`src/rtl/smart_home_pkg.sv`:
```
// Shared types and constants for the smart-home climate path.
// Holds the sensor FSM encoding, fault code and temperature saturation helper.
package smart_home_pkg;

  typedef enum logic [1:0] {IDLE, SETUP, SHIFT, UPDATE} sensor_state_t;

  localparam logic [7:0] SENSOR_FAULT_CODE  = 8'hFF;
  localparam logic [4:0] TEMP_MAX           = 5'd31;
  localparam int         DEFAULT_RESET_TEMP = 20;

  function automatic logic [4:0] sat5(input logic [7:0] v);
    return (v > {3'b000, TEMP_MAX}) ? TEMP_MAX : v[4:0];
  endfunction

endpackage

```
`src/rtl/moving_avg_filter.sv`:
```
// Moving average over the last 2^AVG_LOG2 samples using a running sum.
// The first sample after reset fills every tap, so the first output equals it.
module moving_avg_filter #(
  parameter int AVG_LOG2 = 2
) (
  input  logic       clk,
  input  logic       rst,
  input  logic       in_valid,
  input  logic [7:0] in_data,
  output logic       out_valid,
  output logic [7:0] out_avg
);
  localparam int DEPTH = 1 << AVG_LOG2;
  localparam int SW    = 8 + AVG_LOG2;

  logic [DEPTH-1:0][7:0] buf_q;
  logic [SW-1:0]         sum_q, sum_nxt;
  logic                  primed_q;

  // buf_q[DEPTH-1] is the oldest tap, leaving the window on this push
  assign sum_nxt = sum_q + SW'(in_data) - SW'(buf_q[DEPTH-1]);

  always_ff @(posedge clk or negedge rst) begin
    if (!rst) begin
      buf_q     <= '0;
      sum_q     <= '0;
      primed_q  <= 1'b0;
      out_valid <= 1'b0;
      out_avg   <= '0;
    end else begin
      out_valid <= in_valid;
      if (in_valid) begin
        if (!primed_q) begin
          buf_q    <= {DEPTH{in_data}};
          sum_q    <= SW'(in_data) << AVG_LOG2;
          primed_q <= 1'b1;
          out_avg  <= in_data;
        end else begin
          for (int i = DEPTH-1; i > 0; i--) buf_q[i] <= buf_q[i-1];
          buf_q[0] <= in_data;
          sum_q    <= sum_nxt;
          out_avg  <= 8'(sum_nxt >> AVG_LOG2);
        end
      end
    end
  end

endmodule

```
`src/rtl/temp_sensor_if.sv`:
```
// SPI-style temperature sensor reader: periodic 8-bit frames, moving-average
// smoothing, 5-bit saturation and stuck-bus (8'hFF) fault flag.
module temp_sensor_if
  import smart_home_pkg::*;
#(
  parameter int CLK_DIV       = 4,
  parameter int SAMPLE_PERIOD = 1000,
  parameter int AVG_LOG2      = 2,
  parameter int RESET_TEMP    = DEFAULT_RESET_TEMP
) (
  input  logic       clk,
  input  logic       rst,
  input  logic       sensor_miso,
  output logic       sensor_sclk,
  output logic       sensor_cs_n,
  output logic [4:0] temperature,
  output logic       temp_valid,
  output logic       sensor_fault
);
  localparam int PW = (SAMPLE_PERIOD > 1) ? $clog2(SAMPLE_PERIOD) : 1;
  localparam int DW = $clog2(CLK_DIV + 1);

  sensor_state_t state_q, state_d;
  logic [PW-1:0] per_q;
  logic [DW-1:0] div_q, div_d;
  logic [4:0]    half_q, half_d;
  logic          sclk_q, sclk_d, cs_n_q, cs_n_d, fault_q, fault_d;
  logic [7:0]    sh_q, sh_d;
  logic [4:0]    temp_q;
  logic          tvld_q, push, div_last, filt_vld;
  logic [7:0]    filt_avg;

  assign div_last = (div_q == DW'(CLK_DIV - 1));

  // half_q counts sclk half-periods: even = low, odd = high; half 16 is the
  // trailing low hold before chip select is released
  always_comb begin
    state_d = state_q;
    div_d   = div_q;
    half_d  = half_q;
    sclk_d  = sclk_q;
    cs_n_d  = cs_n_q;
    sh_d    = sh_q;
    fault_d = fault_q;
    push    = 1'b0;
    case (state_q)
      IDLE: if (per_q == '0) begin
        state_d = SETUP;
        cs_n_d  = 1'b0;
        div_d   = '0;
      end
      SETUP: if (div_last) begin
        state_d = SHIFT;
        div_d   = '0;
        half_d  = '0;
      end else div_d = div_q + DW'(1);
      SHIFT: if (div_last) begin
        div_d  = '0;
        half_d = half_q + 5'd1;
        if (half_q == 5'd16) begin
          state_d = UPDATE;
          cs_n_d  = 1'b1;
        end else if (!half_q[0]) begin
          sclk_d = 1'b1;
          sh_d   = {sh_q[6:0], sensor_miso};
        end else sclk_d = 1'b0;
      end else div_d = div_q + DW'(1);
      UPDATE: begin
        state_d = IDLE;
        if (sh_q == SENSOR_FAULT_CODE) fault_d = 1'b1;
        else begin
          fault_d = 1'b0;
          push    = 1'b1;
        end
      end
      default: state_d = IDLE;
    endcase
  end

  always_ff @(posedge clk or negedge rst) begin
    if (!rst) begin
      state_q <= IDLE;
      per_q   <= '0;
      div_q   <= '0;
      half_q  <= '0;
      sclk_q  <= 1'b0;
      cs_n_q  <= 1'b1;
      sh_q    <= '0;
      fault_q <= 1'b0;
      temp_q  <= 5'(RESET_TEMP);
      tvld_q  <= 1'b0;
    end else begin
      state_q <= state_d;
      per_q   <= (per_q == PW'(SAMPLE_PERIOD - 1)) ? '0 : per_q + PW'(1);
      div_q   <= div_d;
      half_q  <= half_d;
      sclk_q  <= sclk_d;
      cs_n_q  <= cs_n_d;
      sh_q    <= sh_d;
      fault_q <= fault_d;
      tvld_q  <= filt_vld;
      if (filt_vld) temp_q <= sat5(filt_avg);
    end
  end

  moving_avg_filter #(.AVG_LOG2(AVG_LOG2)) u_filt (
    .clk       (clk),
    .rst       (rst),
    .in_valid  (push),
    .in_data   (sh_q),
    .out_valid (filt_vld),
    .out_avg   (filt_avg)
  );

  assign sensor_sclk  = sclk_q;
  assign sensor_cs_n  = cs_n_q;
  assign temperature  = temp_q;
  assign temp_valid   = tvld_q;
  assign sensor_fault = fault_q;

endmodule

```
`config.mk`:
```
export PLATFORM = sky130hd
export DESIGN_NAME = temp_sensor_if
export DESIGN_NICKNAME = d
export VERILOG_FILES = /design/src/rtl/smart_home_pkg.sv /design/src/rtl/moving_avg_filter.sv /design/src/rtl/temp_sensor_if.sv
export SDC_FILE = /design/constraint.sdc
export NUM_CORES = 1
export LEC_CHECK = 0
export CAP_MARGIN = 25
export CORE_MARGIN = 8
export CORE_UTILIZATION = 61
export DETAILED_ROUTE_END_ITERATION = 7
export PLACE_DENSITY = 0.89
export SLEW_MARGIN = 15
export SYNTH_ARGS = -nofsm -noshare
export SYNTH_HDL_FRONTEND = slang
export SYNTH_SLANG_ARGS = --single-unit
```
`constraint.sdc`:
```
create_clock -name clk -period 3.1 [get_ports clk]
set_clock_uncertainty 0.1 [all_clocks]
set_input_delay 0.93 -clock clk [delete_from_list [all_inputs] [get_ports clk]]
set_output_delay 0.93 -clock clk [all_outputs]
set_load 0.02 [all_outputs]
```
**Yosys cells after proc, flatten, opt, wreduce, memory -nomap -nowiden**

Index checks and enable logic that the tools add are counted.

- $add $sub $neg: 5
- $lt $le $gt $ge: 1
- Equality and inequality tests: 11
- Muxes and demuxes: 24
- Bitwise operators: 2
- Reduce and logical (&&, ||, !) cells: 12

Operator list:

| kind | number |
|---|---|
| 32-bit 2-to-1 mux | 1 |
| 10-bit 2-to-1 mux | 2 |
| 5-bit 2-to-1 mux | 3 |
| 4-bit AND reduction | 3 |
| 10-bit by 1-bit adder with 10-bit output (second input constant) | 1 |
| 10-bit by 8-bit adder with 10-bit output | 1 |
| 10-bit == test (second input constant) | 1 |
| 10-bit zero test | 1 |
| 5-bit one-hot mux with 2 select lines | 1 |
| 10-bit by 8-bit subtractor with 10-bit output | 1 |
| 8-bit == test (second input constant) | 1 |
| 8-bit by 5-bit greater-than comparator with 1-bit output (second input constant) | 1 |
| 2-bit 2-to-1 mux | 4 |
| 8-bit 2-to-1 mux | 1 |
| 2-bit != test (second input constant) | 4 |
| 2-bit one-hot mux with 4 select lines | 1 |
| 1-bit 2-to-1 mux | 7 |
| 3-bit 2-to-1 mux | 2 |
| 3-bit one-hot mux with 2 select lines | 1 |
| 3-bit AND reduction | 2 |
| 2-bit nonzero test | 3 |
| 5-bit by 1-bit adder with 5-bit output (second input constant) | 1 |
| 5-bit == test (second input constant) | 1 |
| 2-bit == test (second input constant) | 2 |
| 8 further kinds | 9 |

- Register bits after elaboration: 89
- Input bits: 3
- Output and inout bits: 9
- Word-level logic and storage cells: 73

**Logic depth before layout (Yosys ltp)**

- Word-level depth: 4
- Gate-level depth with buffers: 10
- Depth with buffers taken out: 10

**Hierarchy**

Synthesis repeated with hierarchy kept, for this count alone.

- Cell total of the unflattened synthesis: 425
- Area total of the unflattened synthesis: 4265.3 sq um

By module, submodules not included:

| module | instances | cells an instance | area an instance (sq um) | sequential area each (sq um) |
|---|---|---|---|---|
| moving_avg_filter | 1 | 274 | 2521.2 | 1101.1 |
| temp_sensor_if | 1 | 151 | 1744.2 | 929.6 |

**Least setup slack after synthesis**

No wires, ideal clock.

- Path kind: reg-to-reg
- Start: register sh_q[4]
- End: register u_filt.sum_q[9]
- Data arrival time: 2.507 ns
- Setup slack: 0.425 ns
- Cell stages (with the launch flop): 10
- Buffers on the path: 0
- Period minus slack after synthesis: 2.675 ns
- Cells stage by stage: dfrtp_1 -> inv_1 -> fa_1 -> inv_1 -> ha_1 -> and2_4 -> a221oi_4 -> a211oi_1 -> or4_1 -> nand3_1

- Longest elaborated chain between the ends: 3
- Elaborated cells on any way between the ends: 6
- Those cells by class: 2 x add/sub; 1 x eq/ne; 3 x mux

RTL lines:

| item | RTL line | RTL |
|---|---|---|
| from (decl) | temp_sensor_if.sv:28 | `logic [7:0] sh_q, sh_d;` |
| from (signal assigned) | temp_sensor_if.sv:88 | `sh_q <= '0;` |
| from (signal assigned) | temp_sensor_if.sv:99 | `sh_q <= sh_d;` |
| 10-bit by 8-bit adder with 10-bit output / 8-bit == test (equally long branches) | moving_avg_filter.sv:21, temp_sensor_if.sv:70 |  |
| 10-bit by 8-bit subtractor with 10-bit output / 1-bit 2-to-1 mux (equally long branches) | moving_avg_filter.sv:21, temp_sensor_if.sv:70 |  |
| 10-bit 2-to-1 mux / 1-bit 2-to-1 mux (equally long branches) | moving_avg_filter.sv:33, temp_sensor_if.sv:46 |  |
| to (signal assigned) | moving_avg_filter.sv:35 | `sum_q <= SW'(in_data) << AVG_LOG2;` |
| to (signal assigned) | moving_avg_filter.sv:41 | `sum_q <= sum_nxt;` |
| to (decl) | moving_avg_filter.sv:17 | `logic [SW-1:0] sum_q, sum_nxt;` |

Parallel ways exist; a longest one is shown, timed or not.
A chain may end at the register's enable or synchronous reset.

**Worst setup path in the final report**

Ends and elaborated chain as after synthesis.

==> reports/metrics.cfg <==
[logic_synthesis]
synth_nets = 470
synth.largest_area_cell = dfrtp_1
yosys-top-cells-count = dfrtp_1 (78), nand2_1 (57), o21ai_0 (52), inv_1 (41), a21oi_1 (40)
seq_area_frac_synth_pct = 48.5
synth.distinct_cells = 51
yosys_most_used_dff = dfrtp_1
yosysTopAreaCellShare_pct = 46.6
synth_edf_count = 0
yosys_warnings = 0
yosys_register_bits = 81
synthCells = 438
syn-cell-area_sq_mm = 0.00419
postSynth.asyncResetShare_pct = 100
netlist_top_cells_area = dfrtp_1 (47%), ha_1 (6.3%), o21ai_0 (6.2%), nand2_1 (5.1%), a21oi_1 (4.8%)
post-synth-top-count-cell = dfrtp_1
syn_area_per_cell_sq_um = 9.56

[timing]
post-route-min-period_ns = 2.99
tightest_slew_ns = 0.603
whs_ns = 0.384
hold_violations = 0
fin_tns_setup_ns = 0
drv_slew = 0
setup-violations-final = 0
finalCritPeriodShare_pct = 96.6
rsz0062_at_grt = false
fmax_ghz = 0.334
slew_headroom_pct = 59.4

[global_routing]
grt_pass1_wl_mm = 14.5
antenna_found_initial = 0
grt_max_degree = 43
grt_usage_pct = 18.5
grt_pass1_vias = 3090
grt_overflow = 0

[drt]
ant_nets = 0
highest_layer = met4
met3_length_microns = 421
routedWlPerCell_microns = 15.9
drt-pass1-iter-count = 5
drt_iter0_drc = 238
viasPerCell = 6.06
post-route-drc-count = 0
num_vias = 3236
wirelength_mm = 8.47
wl_met1_mm = 3.59
wl_met2_mm = 4.15

[min_path]
hp-class = register to register

[layout]
antenna_cells = 0
fin_util_pct = 68.3
area_growth_syn_to_layout_pct = 9.60
drive_gt1_share_pct = 7.71
fin_area_sq_mm = 0.00459
finalNetCount = 481

[pwr]
peakVddDrop_mv = 0.230
p_total_mw = 1.94
p_leak_nw = 2.12
p_per_area_mw_per_mm2 = 423

[clock_tree]
clk_pin_slew_worst_paths_ns = 0.08
root_buffer = clkbuf_8
cts_tree = yes
ctsResizeCount = 0
postCtsSetupRepairBufs = 0
cts_hold_buf = 0
cts_num_sinks = 81
cts_buffers = 9
htree_num_levels = 3
clkLatencyLatePin_ns = 0.36
cts_buffer_depth = 2

[placed_design]
dp_hpwl_mm = 5.81
dpl_cell_area_sq_mm = 0.00439
place.gp.congestion = 0.921
io_buffers = 11

[run_status]
status = finished clean

[setup_path]
cp-start-kind = register
cp-end-kind = register
critical_path_arrival_ns = 3.18
setup.worst_path.class = register to register
worstPathRequired_ns = 3.28
path_max_fanout = 5

[job]
cap_violations = 0

[die]
initial_core_util_pct = 62.3
die-area_sq_mm = 0.00977
rows = 30
dieHeight_microns = 98.8
ioPinCount = 12
fp.dieW_microns = 98.8
core-area_sq_mm = 0.00672

==> sequential cells by signal, indices dropped and copies added (netlist names), 2 cells and up <==
name	flops
div_q	3
sh_q	8
u_filt.sum_q	10
temperature	5
per_q	10
state_q	2
half_q	5
u_filt.buf_q	32
==> worst max-delay path, cell delays in order, from the launching register on <==
cell and delay [ns]:
dfrtp_1 0.39, inv_1 0.10, fa_1 0.54, inv_1 0.04, ha_1 0.38, and2_4 0.21, a221oi_4 0.33, a211oi_1 0.18
or4_1 0.54, nand3_1 0.11
==> power breakdown <==
group	total, mW	switching, mW	leakage, nW	internal [mW]
registers	1.06	0.00417	1.07	1.06
logic	0.110	0.0704	0.954	0.0398
clock network	0.768	0.376	0.0953	0.391
total	1.94	0.451	2.12	1.49
==> through the flow <==
step	setup WS (ns)	instances
global placement	0.358	518
CTS	0.139	534
global route	0.0231	534
floorplan	0.425	438
detailed placement	0.217	518
finish	0.107	534
==> kinds of logic after synthesis <==
logic type               after synthesis  synth area share, %
multiplexers                           6                 1.49
flip-flops                            81                 48.5
XOR/XNOR                               9                 1.88
AO/OA/AOI/OAI                        128                 18.3
buffers and inverters                 59                 5.38
adder cells (fa/ha/maj)               29                 10.1
AND/OR/NAND/NOR                      126                 14.3
==> cell usage in the layout, fill, tap and decap left out, types with 5 or more instances in the layout <==
| master | Yosys | routed |
|---|---|---|
| inv_1 | 41 | 41 |
| nand2_1 | 57 | 57 |
| a21o_1 | 6 | 6 |
| clkdlybuf4s50_1 | 0 | 10 |
| o22a_1 | 5 | 5 |
| a21oi_1 | 40 | 40 |
| xor2_1 | 5 | 5 |
| nor2_1 | 21 | 21 |
| a211oi_1 | 6 | 6 |
| nand3_1 | 13 | 13 |
| clkbuf_8 | 0 | 10 |
| fa_1 | 8 | 8 |
| buf_4 | 0 | 6 |
| dfrtp_1 | 78 | 78 |
| nand4_1 | 5 | 5 |
| ha_1 | 21 | 21 |
| o21ai_0 | 52 | 52 |
| nor3_1 | 8 | 8 |
==> path summary, 6_finish.rpt <==
| check | from | end | slack (ns) | cells past startpoint |
|---|---|---|---|---|
| setup reg to reg | sh_q[4] | u_filt.sum_q[9] | 0.11 | 9 |
| max in group asynchronous | rst | temperature[2] | 1.80 | 2 |
| hold / removal | u_filt.buf_q[5] | u_filt.buf_q[5] | 0.38 | 2 |
| min in group asynchronous | rst | per_q[9] | 0.44 | 1 |
| hold reg to reg | u_filt.buf_q[5] | u_filt.buf_q[5] | 0.38 | 2 |
| setup / recovery | sh_q[4] | u_filt.sum_q[9] | 0.11 | 9 |
==> cell type report <==
class	count	area, sq um
Tap cell	80	100
Multi-Input combinational cell	298	1940
Inverter	42	158
Sequential cell	81	2030
Timing Repair Buffer	17	165
Fill cell	455	2130
Clock buffer	11	141
Clock inverter	5	55.1
==> routing by layer <==
| metal | global-route usage, % | up-vias |
|---|---|---|
| li1 | - | 1524 |
| met1 | 22.9 | 1571 |
| met2 | 29.4 | 106 |
| met3 | 3.66 | 35 |
| met4 | 11.1 | 0 |
| met5 | 0 | - |
Power figures use the tool's default switching activity.
